<file path="src/rtl/uart_tx_sched.sv">
// Round-robin scheduler sharing one byte-level UART transmitter between NREQ requesters.
// A granted requester owns the engine for a whole packet; an idle gap separates packets.
module uart_tx_sched #(
    parameter int NREQ       = 4,
    parameter int GAP_CYCLES = 10416,
    parameter int HOLD_MAX   = 65535
) (
    input  logic              CLK100MHZ,
    input  logic              rst_ni,
    input  logic [NREQ-1:0]   req_valid_i,
    input  logic [NREQ*8-1:0] req_data_i,
    input  logic [NREQ-1:0]   req_last_i,
    output logic [NREQ-1:0]   req_ready_o,
    output logic              tx_start_o,
    output logic [7:0]        tx_data_o,
    input  logic              tx_busy_i,
    input  logic              tx_done_i,
    output logic [NREQ-1:0]   grant_o,
    output logic              active_o
);

    localparam int IW = $clog2(NREQ);
    localparam int GW = (GAP_CYCLES > 0) ? $clog2(GAP_CYCLES + 1) : 1;
    localparam int HW = $clog2(HOLD_MAX + 1);

    typedef enum logic [1:0] {S_IDLE, S_SEND, S_WAIT, S_GAP} state_t;

    state_t          state_reg, state_next;
    logic [NREQ-1:0] grant_reg, grant_next;
    logic [IW-1:0]   own_reg, own_next;
    logic [IW-1:0]   ptr_reg, ptr_next;
    logic            last_reg, last_next;
    logic            start_reg, start_next;
    logic [7:0]      data_reg, data_next;
    logic [GW-1:0]   gap_cnt_reg, gap_cnt_next;
    logic [HW-1:0]   hold_cnt_reg, hold_cnt_next;

    logic [7:0]      req_byte [NREQ];
    logic            pick_found;
    logic [IW-1:0]   pick_idx;
    logic            own_valid;
    logic            accept;

    generate
        for (genvar gi = 0; gi < NREQ; gi++) begin : g_unpack
            assign req_byte[gi] = req_data_i[8*gi +: 8];
        end
    endgenerate

    assign own_valid = req_valid_i[own_reg];
    assign accept    = (state_reg == S_SEND) && own_valid && !tx_busy_i;

    // First valid requester after the previous owner, wrapping around.
    always_comb begin
        pick_found = 1'b0;
        pick_idx   = '0;
        for (int i = 1; i <= NREQ; i++) begin
            if (!pick_found && req_valid_i[(int'(ptr_reg) + i) % NREQ]) begin
                pick_found = 1'b1;
                pick_idx   = IW'((int'(ptr_reg) + i) % NREQ);
            end
        end
    end

    always_ff @(posedge CLK100MHZ or negedge rst_ni) begin
        if (!rst_ni) begin
            state_reg    <= S_IDLE;
            grant_reg    <= '0;
            own_reg      <= '0;
            ptr_reg      <= IW'(NREQ - 1);
            last_reg     <= 1'b0;
            start_reg    <= 1'b0;
            data_reg     <= 8'h00;
            gap_cnt_reg  <= '0;
            hold_cnt_reg <= '0;
        end else begin
            state_reg    <= state_next;
            grant_reg    <= grant_next;
            own_reg      <= own_next;
            ptr_reg      <= ptr_next;
            last_reg     <= last_next;
            start_reg    <= start_next;
            data_reg     <= data_next;
            gap_cnt_reg  <= gap_cnt_next;
            hold_cnt_reg <= hold_cnt_next;
        end
    end

    always_comb begin
        state_next    = state_reg;
        grant_next    = grant_reg;
        own_next      = own_reg;
        ptr_next      = ptr_reg;
        last_next     = last_reg;
        start_next    = 1'b0;
        data_next     = data_reg;
        gap_cnt_next  = gap_cnt_reg;
        hold_cnt_next = hold_cnt_reg;
        case (state_reg)
            S_IDLE: begin
                if (pick_found) begin
                    state_next    = S_SEND;
                    own_next      = pick_idx;
                    grant_next    = {{(NREQ-1){1'b0}}, 1'b1} << pick_idx;
                    hold_cnt_next = '0;
                end
            end
            S_SEND: begin
                if (accept) begin
                    start_next    = 1'b1;
                    data_next     = req_byte[own_reg];
                    last_next     = req_last_i[own_reg];
                    hold_cnt_next = '0;
                    state_next    = S_WAIT;
                end else if (!own_valid) begin
                    // Owner went quiet mid-packet: revoke without a gap.
                    if (hold_cnt_reg == HW'(HOLD_MAX - 1)) begin
                        ptr_next   = own_reg;
                        grant_next = '0;
                        state_next = S_IDLE;
                    end else begin
                        hold_cnt_next = hold_cnt_reg + 1'b1;
                    end
                end else begin
                    hold_cnt_next = '0;
                end
            end
            S_WAIT: begin
                if (tx_done_i) begin
                    if (last_reg) begin
                        ptr_next     = own_reg;
                        grant_next   = '0;
                        gap_cnt_next = '0;
                        state_next   = (GAP_CYCLES == 0) ? S_IDLE : S_GAP;
                    end else begin
                        hold_cnt_next = '0;
                        state_next    = S_SEND;
                    end
                end
            end
            S_GAP: begin
                if (gap_cnt_reg == GW'(GAP_CYCLES - 1)) begin
                    state_next = S_IDLE;
                end else begin
                    gap_cnt_next = gap_cnt_reg + 1'b1;
                end
            end
            default: state_next = S_IDLE;
        endcase
    end

    always_comb begin
        req_ready_o = ((state_reg == S_SEND) && !tx_busy_i) ? grant_reg : '0;
        active_o    = (state_reg != S_IDLE);
    end

    assign grant_o    = grant_reg;
    assign tx_start_o = start_reg;
    assign tx_data_o  = data_reg;

endmodule

</file>
<file path="config.mk">
export PLATFORM = sky130hd
export DESIGN_NAME = uart_tx_sched
export DESIGN_NICKNAME = d
export VERILOG_FILES = /design/src/rtl/uart_tx_sched.sv
export SDC_FILE = /design/constraint.sdc
export NUM_CORES = 1
export LEC_CHECK = 0
export BUFFER_PORTS_ARGS = -buffer_cell sky130_fd_sc_hd__buf_2
export CORE_UTILIZATION = 50
export DETAILED_ROUTE_END_ITERATION = 12
export PLACE_DENSITY_LB_ADDON = 0.1
export SLEW_MARGIN = 20
export SYNTH_ARGS = -nofsm -noshare
export SYNTH_HDL_FRONTEND = slang
export SYNTH_SLANG_ARGS = --single-unit
</file>
<file path="constraint.sdc">
create_clock -name CLK100MHZ -period 2.2 [get_ports CLK100MHZ]
set_input_delay 0.22 -clock CLK100MHZ [delete_from_list [all_inputs] [get_ports CLK100MHZ]]
set_output_delay 0.22 -clock CLK100MHZ [all_outputs]
set_load 0.03 [all_outputs]
</file>
==> impl_metrics.yaml <==
cells_and_area:
  syn2layout_area_growth_pct: 19.4
  final_layout_size_suffix_gt1_share_pct: 34.5
  layoutNonFillerInstCount: 452
  nets: 428
  layout.cells.most_common: "buf_2"
  final_cell_mix: "buf_2, dfrtp_1, nand2_1, buf_4, nor2_1"
  largest_register_ffs: 16
  fin_util_pct: 61.7
  diodes: 0
floorplanning:
  core_sq_um: 5920
  rows: 28
  start_util_pct: 51.7
  ios: 62
  die-area_sq_um: 6440
  die_h_um: 80.3
  die_width_um: 80.3
detailed_routing:
  vias: 2628
  antenna_left: 0
  avgViaCountPerCell: 5.81
  drt_iter0_markers: 163
  drc: 0
  drt_pass1_iterations: 4
  routedWlPerCell_um: 14.9
  drt-total-wl_um: 6730
critical_path:
  cp.required_ns: 2.43
  r2r_start: "hold_cnt_reg[9]"
  worst_setup_path_start_kind: "flip-flop"
  critPathKind: "flip-flop to flip-flop"
  worstRegToRegCells: 5
  cp-endpoint: "ptr_reg[0]"
  cp_max_fo: 6
  crit_start: "hold_cnt_reg[9]"
  r2r_end: "ptr_reg[0]"
  end_kind: "flip-flop"
  cp_data_arrival_time_ns: 2.33
  ff2ff_setup_slack_ns: 0.10
clocking:
  clock_sinks: 50
  cts_root_buf: "clkbuf_8"
  worstSkewPairLatency_ns: 0.30
  cts-htree-levels: 2
  ctsHoldBuffers: 0
  numCtsBuffers: 5
  cts_tree: "built"
  ctsLongestPathBuffers: 2
  clk_pin_slew_ns: 0.09
placement:
  portBuffers: 61
  place.gp.congestion: 0.835
  pre_cts_ws_ns: -0.00100
  place_inst: 442
  dpl.hpwl_um: 4990
min_path:
  min_path_type: "input pin to async pin"
synth:
  synth_compound_area_share_pct: 15.1
  syn-num-nets: 354
  syn-cell-area_sq_um: 3060
  synth_mux_area_share_pct: 14.5
  synthXorXnorAreaFrac_pct: 2.29
  synth_top_family_by_area: "simple AND/OR/NAND/NOR gates"
  syn_area_per_cell_sq_um: 10.1
  yosys_warnings: 0
  ys_seq_area_share_pct: 40.9
  syn_inst: 302
  netlist.area_leader.share_pct: 39.2
  synth_edf_count: 0
  synth_area_leaders: "dfrtp_1, mux4_2, mux2_2"
  synthSimpleGateAreaFrac_pct: 20.0
  synth-seq-cells: 50
  synthFlopType: "dfrtp_1"
  yosysTopAreaCell: "dfrtp_1"
  netlist-cell-type-count: 58
  ys_async_sr_fraction_pct: 100
  synth_fa_ha_area_share_pct: 3.27
global_routing:
  antenna_found_initial: 0
  grt_pass1_wl_um: 11200
  grt_util_all_layers_pct: 22.4
  grt_pass1_vias: 2469
  gr-total-overflow: 0
  grt_max_degree: 51
power_and_ir_drop:
  totalPowerFinal_mw: 1.63
  peakVddDrop_mv: 0.286
  leakage_nw: 1.67
  pwr_density_cell_nw_per_um2: 446
sta:
  whs_ns: 0.00563
  tightestPinTransition_ns: 0.644
  slew_headroom_pct: 57.1
  drv_slew: 0
  rsz0062_at_grt: "yes"
  clock_skew_ns: 0.00734
  finalCritPeriodShare_pct: 95.3
  fmax_ghz: 0.477
  hold_viol: 0
  setup_viol: 0
  timing.final.ws_setup_ns: 0.104
  finalWorstPathRequiredPeriod_ns: 2.10
status:
  status: "complete, no violations"
job:
  cap_violations: 0
-- synth_stat cells (all sizes together), types with 4 or more instances --
| master | count |
|---|---|
| o21ai | 17 |
| nand4 | 9 |
| mux2 | 16 |
| a31oi | 5 |
| nand2b | 7 |
| and2 | 5 |
| clkbuf | 7 |
| buf | 7 |
| o41ai | 4 |
| a21oi | 16 |
| or4 | 4 |
| xnor2 | 8 |
| nor2 | 20 |
| mux2i | 4 |
| mux4 | 10 |
| a211oi | 5 |
| nand3 | 16 |
| nor2b | 4 |
| nand2 | 24 |
| ha | 8 |
| dfrtp | 48 |
| inv | 14 |
-- worst min path at each step --
stage                 endpoint  slack [ns]
2_1_floorplan   gap_cnt_reg[0]       -0.08
3_3_place_gp   hold_cnt_reg[6]        0.37
3_5_place_dp   hold_cnt_reg[7]        0.38
4_1_cts        hold_cnt_reg[8]        0.04
5_1_grt        hold_cnt_reg[6]        0.07
6_report       hold_cnt_reg[7]       0.006
-- per-stage QoR --
step	instance area [sq um]	setup TNS, ns
2_1_floorplan	3060	0
3_3_place_gp	3530	0
3_5_place_dp	3530	-0.00100
4_1_cts	3620	0
5_1_grt	3660	-0.0183
6_report	3660	0
-- metal layers --
layer  global-route usage [%]  wire [um]
met1                     29.9       3130
met2                     35.2       3120
met3                     5.00        360
met4                     8.93        108
met5                        0          0
-- final cells by class --
| cell class | instances | area, sq um |
|---|---|---|
| inverter | 14 | 52.6 |
| clock inverter | 1 | 5.00 |
| fill | 521 | 2260 |
| clock buffer | 7 | 86.3 |
| tap | 75 | 93.8 |
| multi-input combinational | 224 | 1710 |
| timing repair buffer | 81 | 455 |
| sequential | 50 | 1250 |
-- cells by family (layout without fill, tap and decap cells) --
| logic type | count (synthesis) | count (layout) |
|---|---|---|
| compound gates | 68 | 68 |
| mux | 30 | 30 |
| flops | 50 | 50 |
| simple gates | 110 | 110 |
| buf+inv | 28 | 103 |
| xor+xnor | 8 | 8 |
| fa+ha+maj | 8 | 8 |
-- where the power goes --
part	leakage, nW	switching (mW)	internal [mW]	total (mW)
logic	0.987	0.0650	0.0596	0.125
clock network	0.0482	0.302	0.254	0.557
registers	0.634	0.0168	0.934	0.951
-- what timing repair did --
action | 4_1_cts | 5_1_grt
setup endpoints to repair | 1 | 16
buffers inserted | 0 | 2
gates resized for setup | 1 | 6
-- worst max-delay path, cell delays in order, from the launching register on --
cell	delay (ns)
dfrtp_1	0.46
nand4_2	0.17
or4_1	0.62
o21ai_4	0.21
and3_1	0.23
mux2_2	0.34
(Power assumes the default switching activity.)
